### src/rtl/seq_alu_pkg.sv
// Shared types for seq_alu: operation select, mode commands, control word layout and FSM states.
package seq_alu_pkg;

    typedef enum logic [1:0] {
        SUM = 2'd0,
        AND = 2'd1,
        MUL = 2'd2,
        DIV = 2'd3
    } alu_sel_e;

    typedef enum logic [2:0] {
        NONE     = 3'd0,
        CMP_OFF  = 3'd1,
        CMP_ON   = 3'd2,
        SIGN_OFF = 3'd3,
        SIGN_ON  = 3'd4,
        CLR_CMP  = 3'd5
    } mode_cmd_e;

    // Field order matches the ctrl bus, bit 7 down to bit 0.
    typedef struct packed {
        alu_sel_e sel;
        logic     high;
        logic     io;
        logic     ib;
        logic     zb;
        logic     ia;
        logic     za;
    } alu_ctrl_t;

    typedef enum logic [1:0] {
        IDLE = 2'd0,
        ITER = 2'd1,
        FIN  = 2'd2
    } state_e;

endpackage

### src/rtl/seq_alu_muldiv.sv
// Iterative unsigned engine: shift-add multiply or restoring divide, one bit per step.
// prod holds {hi, lo}; for divide lo is the quotient and rem the remainder.
module seq_alu_muldiv #(
    parameter int WIDTH = 8
) (
    input  logic               clk,
    input  logic               rst,
    input  logic               load,
    input  logic               step,
    input  logic               is_div,
    input  logic [WIDTH-1:0]   ma,
    input  logic [WIDTH-1:0]   mb,
    output logic [2*WIDTH-1:0] prod,
    output logic [WIDTH-1:0]   rem,
    output logic               last
);

    localparam int CNT_W = $clog2(WIDTH) + 1;

    logic [WIDTH-1:0] hi_r;
    logic [WIDTH-1:0] lo_r;
    logic [WIDTH-1:0] den_r;
    logic             div_r;
    logic [CNT_W-1:0] cnt_r;
    logic [WIDTH:0]   add_s;
    logic [WIDTH:0]   sh_s;
    logic             ge_s;
    logic [WIDTH-1:0] sub_s;

    assign add_s = {1'b0, hi_r} + (lo_r[0] ? {1'b0, den_r} : {(WIDTH+1){1'b0}});
    assign sh_s  = {hi_r, lo_r[WIDTH-1]};
    assign ge_s  = (sh_s >= {1'b0, den_r});
    // Partial remainder stays below the divisor, so the low WIDTH bits are exact.
    assign sub_s = sh_s[WIDTH-1:0] - den_r;

    // Engine registers: load operands, then advance one bit per step.
    always_ff @(posedge clk) begin
        if (rst) begin
            hi_r  <= '0;
            lo_r  <= '0;
            den_r <= '0;
            div_r <= 1'b0;
            cnt_r <= '0;
        end else if (load) begin
            hi_r  <= '0;
            lo_r  <= is_div ? ma : mb;
            den_r <= is_div ? mb : ma;
            div_r <= is_div;
            cnt_r <= '0;
        end else if (step) begin
            cnt_r <= cnt_r + CNT_W'(1);
            if (div_r) begin
                hi_r <= ge_s ? sub_s : sh_s[WIDTH-1:0];
                lo_r <= {lo_r[WIDTH-2:0], ge_s};
            end else begin
                {hi_r, lo_r} <= {add_s, lo_r[WIDTH-1:1]};
            end
        end
    end

    assign prod = {hi_r, lo_r};
    assign rem  = hi_r;
    assign last = (cnt_r == CNT_W'(WIDTH - 1));

endmodule

### src/rtl/seq_alu.sv
// Multi-cycle ALU: sum/and in one pass, mul/div on an iterative engine, registered result and flags.
// Optional SEQ_ALU_FAST_MUL_EN: multiply becomes a single-cycle array; divide stays iterative.
module seq_alu
    import seq_alu_pkg::*;
#(
    parameter int WIDTH = 8
) (
    input  logic             clk,
    input  logic             rst,
    input  logic             start,
    input  logic [7:0]       ctrl,
    input  logic [2:0]       mode_cmd,
    input  logic [WIDTH-1:0] a,
    input  logic [WIDTH-1:0] b,
    input  logic             carryin,
    input  logic             oe,
    output logic             busy,
    output logic             done,
    output logic [WIDTH-1:0] aluout,
    output logic             carryout,
    output logic             overout,
    output logic             zeroout,
    output logic             divzero,
    output logic             cmpo
);

    function automatic logic [WIDTH-1:0] mag(input logic [WIDTH-1:0] x, input logic sgn);
        mag = (sgn && x[WIDTH-1]) ? -x : x;
    endfunction

    alu_ctrl_t          ctrl_s;
    state_e             state_r, state_nx_s;
    logic [WIDTH-1:0]   xa_s, xb_s, op_xa_r, op_xb_r;
    alu_sel_e           op_sel_r;
    logic               op_high_r, op_io_r, op_signed_r, op_cin_r;
    logic               cmp_mode_r, signed_mode_r;
    logic               accept_s, busy_s, step_s, fin_s, load_s, short_op_s;
    logic               eng_last_s;
    logic [2*WIDTH-1:0] eng_prod_s, prod_mag_s, prod_s;
    logic [WIDTH-1:0]   eng_rem_s, eng_ma_s, eng_mb_s;
    logic [WIDTH:0]     sum_s;
    logic [WIDTH-1:0]   quo_s, rem_s, sel_val_s, res_s;
    logic               sa_s, sb_s;
    logic [WIDTH-1:0]   result_r;
    logic               carry_r, over_r, zero_r, divzero_r, done_r;

    assign ctrl_s = alu_ctrl_t'(ctrl);
    assign xa_s   = (ctrl_s.za ? {WIDTH{1'b0}} : a) ^ {WIDTH{ctrl_s.ia}};
    assign xb_s   = (ctrl_s.zb ? {WIDTH{1'b0}} : b) ^ {WIDTH{ctrl_s.ib}};

`ifdef SEQ_ALU_FAST_MUL_EN
    assign short_op_s = (ctrl_s.sel != DIV);
`else
    assign short_op_s = (ctrl_s.sel == SUM) || (ctrl_s.sel == AND);
`endif

    // State register.
    always_ff @(posedge clk) begin
        if (rst) begin
            state_r <= IDLE;
        end else begin
            state_r <= state_nx_s;
        end
    end

    // Next-state logic.
    always_comb begin
        state_nx_s = state_r;
        case (state_r)
            IDLE: begin
                if (start) begin
                    state_nx_s = short_op_s ? FIN : ITER;
                end else begin
                    state_nx_s = IDLE;
                end
            end
            ITER: begin
                if (eng_last_s) begin
                    state_nx_s = FIN;
                end else begin
                    state_nx_s = ITER;
                end
            end
            FIN:     state_nx_s = IDLE;
            default: state_nx_s = IDLE;
        endcase
    end

    // FSM-derived control strobes.
    always_comb begin
        accept_s = 1'b0;
        busy_s   = 1'b0;
        step_s   = 1'b0;
        fin_s    = 1'b0;
        case (state_r)
            IDLE:    accept_s = start;
            ITER: begin
                busy_s = 1'b1;
                step_s = 1'b1;
            end
            FIN: begin
                busy_s = 1'b1;
                fin_s  = 1'b1;
            end
            default: busy_s = 1'b0;
        endcase
    end

    assign load_s   = accept_s && !short_op_s;
    assign eng_ma_s = mag(xa_s, signed_mode_r);
    // A zero divisor is replaced by 1 so the quotient is the dividend and the remainder 0.
    assign eng_mb_s = (ctrl_s.sel == DIV && xb_s == {WIDTH{1'b0}}) ? WIDTH'(1) : mag(xb_s, signed_mode_r);

    seq_alu_muldiv #(.WIDTH(WIDTH)) u_muldiv (
        .clk    (clk),
        .rst    (rst),
        .load   (load_s),
        .step   (step_s),
        .is_div (ctrl_s.sel == DIV),
        .ma     (eng_ma_s),
        .mb     (eng_mb_s),
        .prod   (eng_prod_s),
        .rem    (eng_rem_s),
        .last   (eng_last_s)
    );

`ifdef SEQ_ALU_FAST_MUL_EN
    assign prod_mag_s = {{WIDTH{1'b0}}, mag(op_xa_r, op_signed_r)} * {{WIDTH{1'b0}}, mag(op_xb_r, op_signed_r)};
`else
    assign prod_mag_s = eng_prod_s;
`endif

    // Sign fix-up on magnitudes: quotient/product by sign(a)^sign(b), remainder follows the dividend.
    assign sa_s   = op_signed_r & op_xa_r[WIDTH-1];
    assign sb_s   = op_signed_r & op_xb_r[WIDTH-1];
    assign prod_s = (sa_s ^ sb_s) ? -prod_mag_s : prod_mag_s;
    assign quo_s  = (sa_s ^ sb_s) ? -eng_prod_s[WIDTH-1:0] : eng_prod_s[WIDTH-1:0];
    assign rem_s  = sa_s ? -eng_rem_s : eng_rem_s;
    assign sum_s  = {1'b0, op_xa_r} + {1'b0, op_xb_r} + {{WIDTH{1'b0}}, op_cin_r};

    // Result select and output inversion.
    always_comb begin
        sel_val_s = {WIDTH{1'b0}};
        case (op_sel_r)
            SUM:     sel_val_s = sum_s[WIDTH-1:0];
            AND:     sel_val_s = op_xa_r & op_xb_r;
            MUL:     sel_val_s = op_high_r ? prod_s[2*WIDTH-1:WIDTH] : prod_s[WIDTH-1:0];
            DIV:     sel_val_s = op_high_r ? rem_s : quo_s;
            default: sel_val_s = {WIDTH{1'b0}};
        endcase
        res_s = sel_val_s ^ {WIDTH{op_io_r}};
    end

    // Operand latch at start, result and flags at completion.
    always_ff @(posedge clk) begin
        if (rst) begin
            op_xa_r     <= '0;
            op_xb_r     <= '0;
            op_sel_r    <= SUM;
            op_high_r   <= 1'b0;
            op_io_r     <= 1'b0;
            op_signed_r <= 1'b0;
            op_cin_r    <= 1'b0;
            result_r    <= '0;
            carry_r     <= 1'b0;
            over_r      <= 1'b0;
            zero_r      <= 1'b1;
            divzero_r   <= 1'b0;
            done_r      <= 1'b0;
        end else begin
            done_r <= fin_s;
            if (accept_s) begin
                op_xa_r     <= xa_s;
                op_xb_r     <= xb_s;
                op_sel_r    <= ctrl_s.sel;
                op_high_r   <= ctrl_s.high;
                op_io_r     <= ctrl_s.io;
                op_signed_r <= signed_mode_r;
                op_cin_r    <= cmp_mode_r & carryin;
            end
            if (fin_s) begin
                result_r <= res_s;
                carry_r  <= (op_sel_r == SUM) & sum_s[WIDTH];
                over_r   <= (~res_s[WIDTH-1] & op_xa_r[WIDTH-1] & op_xb_r[WIDTH-1]) |
                            (res_s[WIDTH-1] & ~op_xa_r[WIDTH-1] & ~op_xb_r[WIDTH-1]);
                zero_r   <= (res_s == {WIDTH{1'b0}});
                if (op_sel_r == DIV) begin
                    divzero_r <= (op_xb_r == {WIDTH{1'b0}});
                end
            end
        end
    end

    // Mode registers, updated on any cycle.
    always_ff @(posedge clk) begin
        if (rst) begin
            cmp_mode_r    <= 1'b0;
            signed_mode_r <= 1'b0;
        end else begin
            case (mode_cmd)
                CMP_OFF:  cmp_mode_r    <= 1'b0;
                CMP_ON:   cmp_mode_r    <= 1'b1;
                SIGN_OFF: signed_mode_r <= 1'b0;
                SIGN_ON:  signed_mode_r <= 1'b1;
                default:  cmp_mode_r    <= cmp_mode_r;
            endcase
        end
    end

    assign busy     = busy_s;
    assign done     = done_r;
    assign aluout   = oe ? result_r : {WIDTH{1'b0}};
    assign carryout = carry_r;
    assign overout  = over_r;
    assign zeroout  = zero_r;
    assign divzero  = divzero_r;
    assign cmpo     = oe | cmp_mode_r | (mode_cmd == CLR_CMP);

endmodule

### config.mk
export PLATFORM = sky130hd
export DESIGN_NAME = seq_alu
export DESIGN_NICKNAME = d
export VERILOG_FILES = /design/src/rtl/seq_alu_pkg.sv /design/src/rtl/seq_alu_muldiv.sv /design/src/rtl/seq_alu.sv
export SDC_FILE = /design/constraint.sdc
export NUM_CORES = 1
export LEC_CHECK = 0
export CAP_MARGIN = 20
export CORE_ASPECT_RATIO = 1.4
export CORE_MARGIN = 8
export CORE_UTILIZATION = 45
export DETAILED_ROUTE_END_ITERATION = 16
export GPL_ROUTABILITY_DRIVEN = 0
export SLEW_MARGIN = 20
export SYNTH_ARGS = -nofsm -noshare
export SYNTH_HDL_FRONTEND = slang
export SYNTH_SLANG_ARGS = --single-unit
export TNS_END_PERCENT = 30
### constraint.sdc
create_clock -name clk -period 3.4 [get_ports clk]
set_input_delay 0.51 -clock clk [delete_from_list [all_inputs] [get_ports clk]]
set_output_delay 0.51 -clock clk [all_outputs]
set_load 0.005 [all_outputs]
After elaboration in Yosys (flattened, before gate mapping)
Cells that the tools add are included.
{ "word_totals": {"input_bits": 32, "regBits": 68, "out_inout_bits": 15} }
{ "op_classes": {"n_lt_le_gt_ge": 1, "n_eq_ne": 13, "add_sub_neg": 10, "n_reduce_logical": 18, "n_mux": 30, "n_bitwise": 19} }
{ "ops": {"columns": ["op", "n"], "rows": [
  ["$mux 8", 18],
  ["$neg 8->8", 4],
  ["$pmux 8 s4", 1],
  ["$logic_not 8->1", 3],
  ["$xor 8x8->8", 3],
  ["$mux 16", 1],
  ["$neg 16->16", 1],
  ["$add 8x8->9", 1],
  ["$add 8x9->9", 1],
  ["$add 9x1->9", 1],
  ["$ge 9x8->1", 1],
  ["$and 1x1->1", 8],
  ["$and 8x8->8", 1],
  ["$eq 2x2->1 const B", 4],
  ["$sub 8x8->8", 1],
  ["$eq 2x1->1 const B", 3],
  ["$eq 3x2->1 const B", 2],
  ["$eq 3x3->1 const B", 2],
  ["$logic_not 2->1", 3],
  ["$mux 2", 3],
  ["$reduce_bool 2->1", 3],
  ["$add 4x1->4 const B", 1],
  ["$eq 4x3->1 const B", 1],
  ["$logic_and 1x1->1", 4],
  ["other kinds (11)", 20]
]} }

Logic depth before layout (Yosys ltp)
{ "logic_depth": {"depth_word": 10, "mapped_depth": 14, "mapped_depth_nobuf": 13} }

Hierarchy
From an unflattened synthesis, not the netlist that was laid out.
{ "unflattened": {"hier_cells": 802, "hier_area_um2": 6150.9} }
{ "modules_own_cells": {"columns": ["mod", "n_inst", "area_per_inst_um2", "cells_per_inst"], "rows": [
  ["seq_alu", 1, 3895.0, 539],
  ["seq_alu_muldiv", 1, 2255.9, 263]
]} }

Worst setup path before layout
OpenSTA, ideal clock, no wires.
{ "synth_timing": {"path_kind": "input port to flip-flop", "start": "in ctrl[1]", "end": "reg u_muldiv.lo_r[1]", "cell_stages": 11, "slack_ns": 0.856, "arrival_time_ns": 2.416, "path_cell_list": "clkbuf_1 buf_1 xnor2_1 inv_1 ha_1 nor3b_1 a21oi_1 o221ai_1 mux2i_1 a21oi_1 nor2_1"} }
{ "synth_between": {"elab_chain_cells": 5} }
{ "synth_rtl": {"columns": ["element", "line", "source"], "rows": [
  ["start: declaration", "seq_alu.sv:11", "input logic [7:0] ctrl,"],
  ["$xor 8x8->8 *", "seq_alu.sv:48", "assign xa_s = (ctrl_s.za ? {WIDTH{1'b0}} : a) ^ {WIDTH{ctrl_s.ia}};"],
  ["$neg 8->8 / $logic_and 1x1->1 (equally long branches)", "seq_alu.sv:28", "mag = (sgn && x[WIDTH-1]) ? -x : x;"],
  ["$mux 8 *", "seq_alu.sv:28", null],
  ["$mux 8 *", "seq_alu_muldiv.sv:46", "lo_r <= is_div ? ma : mb;"],
  ["$mux 8 *", "seq_alu_muldiv.sv:44", "end else if (load) begin"],
  ["end signal: assignment", "seq_alu_muldiv.sv:46", null],
  ["end signal: assignment", "seq_alu_muldiv.sv:54", "lo_r <= {lo_r[WIDTH-2:0], ge_s};"],
  ["end signal: assignment", "seq_alu_muldiv.sv:56", "{hi_r, lo_r} <= {add_s, lo_r[WIDTH-1:1]};"],
  ["end: declaration", "seq_alu_muldiv.sv:21", "logic [WIDTH-1:0] lo_r;"]
]} }
Mark *: on every way between the ends. The rest lies on a longest branch, timed or not.
A chain may end at the register's enable or synchronous reset.

Worst setup path after layout
{ "layout_timing": {"start": "reg u_muldiv.hi_r[0] (netlist: u_muldiv.rem[0])", "end": "reg zero_r (netlist: zeroout)"} }
{ "layout_between": {"elab_chain_cells": 6} }
{ "layout_rtl": {"columns": ["element", "line", "source"], "rows": [
  ["start: declaration", "seq_alu_muldiv.sv:20", "logic [WIDTH-1:0] hi_r;"],
  ["start signal: assignment", "seq_alu_muldiv.sv:53", "hi_r <= ge_s ? sub_s : sh_s[WIDTH-1:0];"],
  ["start signal: assignment", "seq_alu_muldiv.sv:56", null],
  ["$neg 16->16 / $neg 8->8 (equally long branches)", "seq_alu.sv:136, seq_alu.sv:138", null],
  ["$mux 16 / $mux 8 (equally long branches)", "seq_alu.sv:136, seq_alu.sv:138", null],
  ["$mux 8 (on tied branches)", "seq_alu.sv:147, seq_alu.sv:148", null],
  ["$pmux 8 s4 *", "seq_alu.sv:144", "case (op_sel_r)"],
  ["$xor 8x8->8 *", "seq_alu.sv:151", "res_s = sel_val_s ^ {WIDTH{op_io_r}};"],
  ["$logic_not 8->1 *", "seq_alu.sv:186", "zero_r <= (res_s == {WIDTH{1'b0}});"],
  ["end signal: assignment", "seq_alu.sv:186", null],
  ["end: declaration", "seq_alu.sv:45", "logic carry_r, over_r, zero_r, divzero_r, done_r;"]
]} }
Marks and branches as above.

==> impl.org <==
** Outcome
- The flow ran to the end, and the final reports show no timing, DRC or antenna violations.

** Logic synthesis
- Sequential cells were found to cover 23.0% of the synthesized design area.
- Leading cell types by total area after synthesis :: sky130_fd_sc_hd__dfxtp_1 (23%), sky130_fd_sc_hd__ha_1 (6.8%), sky130_fd_sc_hd__nor2_1 (6.4%), sky130_fd_sc_hd__xnor2_1 (6.2%), sky130_fd_sc_hd__a21oi_1 (4.9%)
- Yosys mapped a number of flops with a built-in enable equal to 0.
- Synthesis produced a netlist with a net count of 862.
- Post-synthesis area per instance :: 7.45 um2
- Top post-synthesis cells by count :: sky130_fd_sc_hd__nor2_1 (101), sky130_fd_sc_hd__nand2_1 (70), sky130_fd_sc_hd__dfxtp_1 (68)
- Proportion of netlist area held by the largest area contributor :: 23.0%
- For this run, the leading register cell type out of synthesis is sky130_fd_sc_hd__dfxtp_1.
- The mapped netlist covers 0.00592 mm2.
- For this run, the number of Yosys warnings is 0.
- Post-synth top area cell :: sky130_fd_sc_hd__dfxtp_1
- Register bit total from synthesis :: 68
- Mapped Cells :: 794
- The netlist uses 75 different library cells.
- Async SR Flop Fraction :: 0%
- Cell with the most instances after synthesis :: sky130_fd_sc_hd__nor2_1

** Floorplanning
- Chip Width :: 113 um
- After floorplanning, the core was divided into 49 placement rows.
- Pin placement for this block handled 47 I/O pins.
- Area of the core :: 0.0129 mm2
- For this configuration, the core starts out at a cell density of 46.0%.
- Full die area :: 0.0171 mm2
- Measured along the y axis, the die boundary spans 152 um.

** Setup path
- Crit Reg-Reg Startpoint :: u_muldiv.rem[0]
- The kind of cell with the highest combined delay along the critical path is compound AO/OA/AOI/OAI gates.
- Capturing instance or port of the critical path :: zeroout
- On the worst path, the slowest cell contributes a delay of 580 ps.
- Kind of end point of the critical path :: flop
- The worst register-to-register path ends at zeroout.
- Number of logic stages on the critical path including buffering :: 10
- Worst path bufs/invs :: 1
- Largest driver fanout on the critical path :: 8
- STA classifies the critical path startpoint as a flop.
- Traced cell by cell, the critical path runs through inv_1, ha_1, nand3b_1, xor2_1, nor2_1, o22ai_1, a221oi_1, and4_2, a31oi_1, o31ai_2.
- Critical path startpoint :: u_muldiv.rem[0]
- Arrival time at the worst endpoint :: 3140 ps
- Kind of critical path :: reg -> reg
- Counting cells, the worst reg-to-reg path comes to 10.
- Data on the critical path is required at its endpoint by 3650 ps.
- Register-to-Register Setup Slack :: 510 ps
- Master of the slowest instance on the critical path :: sky130_fd_sc_hd__a221oi_1

** GRT
- Entering global routing, the biggest net connects 39 pins.
- The initial antenna violation count was 0.
- Total routing usage reported by global routing :: 19.6%
- Number of global-route vias before repair :: 5325
- First-pass GRT wire length :: 26900 um
- Global routing finished with a remaining overflow of 0.

** Flow run
- Across the run, the number of max-cap violations was 0.

** Timing
- Summed over all failing endpoints, the final setup total negative slack is 0 ps.
- Setup violations remaining at the end of the flow were counted as 0.
- Headroom to the max-slew limit :: 25.9%
- Max Clock Skew :: 5.75 ps
- Maximum operating frequency :: 0.346 GHz
- The final critical path takes up 85.0% of the cycle.
- Count of final max-slew check failures :: 0
- Final critical delay including setup and external delays :: 2890 ps
- Worst slack on hold paths :: 467 ps
- Final hold violation count :: 0
- RSZ-0062 raised after global routing :: no
- At the pin with the least slew margin, the transition time is 1110 ps.

** Finish
- Number of filler instances in the final layout :: 1302
- The post-route netlist has 6.34% of its cells at a drive strength greater than 1.
- Antenna fix cells :: 0
- Final layout net count :: 883
- Relative to the synthesized area, the layout overhead comes to 12.9%.
- Final cell area excluding filler cells :: 0.00668 mm2

** Placement
- Half-perimeter wire length after detailed placement :: 13100 um
- Area after DPL :: 0.00640 mm2
- The count of buffers added on input and output ports is 46.

** Routing
- Summed over all nets, wire length on met2 after detailed routing comes to 8250 um.
- DR pass1 iterations :: 5
- Count of routing violations after the opening detailed-route iteration :: 226
- Wire length on met3 :: 507 um
- In the routed layout, each cell is associated on average with a via count of 5.76.
- In this run the top signal layer used is met4.
- Detailed-route via count :: 5606
- Routed length per instance :: 17.1 um
- Final ANT Viol Nets :: 0
- DRC errors left :: 0
- Wire length on met1 :: 7050 um
- Post-Route WL :: 16600 um

** Clock tree
- Setup Buffers After CTS :: 0
- Gates resized during post-CTS repair numbered 0.
- Clock tree from TritonCTS :: done
- Master cell of the clock root buffer :: sky130_fd_sc_hd__clkbuf_16
- Buffer levels on the longest clock path :: 2
- Total clock buffers created by CTS :: 9
- After clock tree synthesis, the flow added hold-fix buffers numbering 0.
- Post-CTS clock slew at the launch and capture registers of the worst setup and hold paths :: 60 ps
- Clock latency on the worst-skew pair, taken at its later pin, is 330 ps.
- CTS sink count :: 68
- The H-tree was split into 3 levels.

** Power and ir drop
- Power spread over the standard cell area amounts to 398 mW/mm2.
- Across the VDD grid, the largest voltage drop is 0.233 mV.
- The analysis attributes to cell leakage a power of 0.00255 uW.

** Min path
- In this run the worst hold path is classified as reg -> reg.
- Worst Hold Depth :: 2
- The startpoint identified for the worst hold timing path is carryout.
worst min-delay path by stage:
stage	slack, ps	endpoint
after floorplan	430	u_muldiv.den_r[5]
after global placement	460	carryout
after detailed placement	460	carryout
after CTS	470	carryout
after global routing	490	carryout
final	470	carryout
power by group:
group | internal [uW] | switching [uW] | leakage, uW
clock | 512 | 364 | 0.000138
sequential | 851 | 96.2 | 0.000557
combinational | 369 | 469 | 0.00185
total | 1730 | 929 | 0.00255
metrics by stage:
stage                     worst slack (ps)  total power, uW  util, %  cells
after floorplan                        856             1560        -    794
after global placement                 393             1790     49.7    957
after detailed placement               323             1800     49.7    957
after CTS                              525             2680     51.9    973
after global routing                   330             2810     51.9    973
final                                  510             2660     51.9    973
cells in the final DEF (no fill, tap or decap), types with 5 or more instances in the layout:
cell | synthesis | final
sky130_fd_sc_hd__a211oi_1 | 37 | 37
sky130_fd_sc_hd__a21o_1 | 9 | 9
sky130_fd_sc_hd__a21oi_1 | 58 | 58
sky130_fd_sc_hd__a31oi_1 | 9 | 9
sky130_fd_sc_hd__and2_1 | 10 | 10
sky130_fd_sc_hd__and3_1 | 5 | 5
sky130_fd_sc_hd__buf_4 | 0 | 13
sky130_fd_sc_hd__clkbuf_16 | 0 | 9
sky130_fd_sc_hd__clkdlybuf4s50_1 | 0 | 45
sky130_fd_sc_hd__dfxtp_1 | 68 | 68
sky130_fd_sc_hd__ha_1 | 32 | 32
sky130_fd_sc_hd__inv_1 | 37 | 37
sky130_fd_sc_hd__mux2i_1 | 22 | 22
sky130_fd_sc_hd__nand2_1 | 70 | 70
sky130_fd_sc_hd__nand2b_1 | 13 | 13
sky130_fd_sc_hd__nand3_1 | 15 | 15
sky130_fd_sc_hd__nand4_1 | 5 | 5
sky130_fd_sc_hd__nor2_1 | 101 | 101
sky130_fd_sc_hd__nor2b_1 | 27 | 27
sky130_fd_sc_hd__nor3_1 | 18 | 18
sky130_fd_sc_hd__nor3b_1 | 5 | 5
sky130_fd_sc_hd__o211ai_1 | 11 | 11
sky130_fd_sc_hd__o21ai_0 | 46 | 46
sky130_fd_sc_hd__o22ai_1 | 5 | 5
sky130_fd_sc_hd__xnor2_1 | 42 | 42
sky130_fd_sc_hd__xor2_1 | 25 | 25
sequential cells by signal (all words and copies together), names as in the netlist, 2 cells and up:
signal and cells:
op_xa_r 8, op_xb_r 8, result_r 8, u_muldiv.den_r 8
u_muldiv.lo_r 8, u_muldiv.rem 8, u_muldiv.cnt_r 4, op_sel_r 2
state_r 2
metal layers:
metal / track usage [%] / up-vias
li1: - / 2838
met1: 22.3 / 2606
met2: 34.2 / 123
met3: 2.82 / 39
met4: 11.9 / 0
met5: 0 / -
worst min-delay path: cells and delay by family (launching register included):
family	cells	cell delay, ps
flops	1	310
compound gates	1	50
simple gates	1	60
cells by family after synthesis:
logic type	count (synthesis)	share of synthesized area [%]
and+or+nand+nor	296	24.6
AOI/OAI and AO/OA	213	23.0
buffers and inverters	88	6.83
xor gates and xnor gates	68	10.2
DFF	68	23.0
adders and majority gates	36	8.12
muxes	25	4.29
layout make-up:
class | instances | area [um2] | area share, %
Multi-Input combinational cell | 638 | 4150 | 62.1
Sequential cell | 68 | 1360 | 20.4
Timing Repair Buffer | 59 | 553 | 8.28
Clock buffer | 10 | 239 | 3.58
Tap cell | 153 | 191 | 2.86
Inverter | 39 | 146 | 2.19
Clock inverter | 6 | 40.0 | 0.599
(Power assumes the default switching activity.)
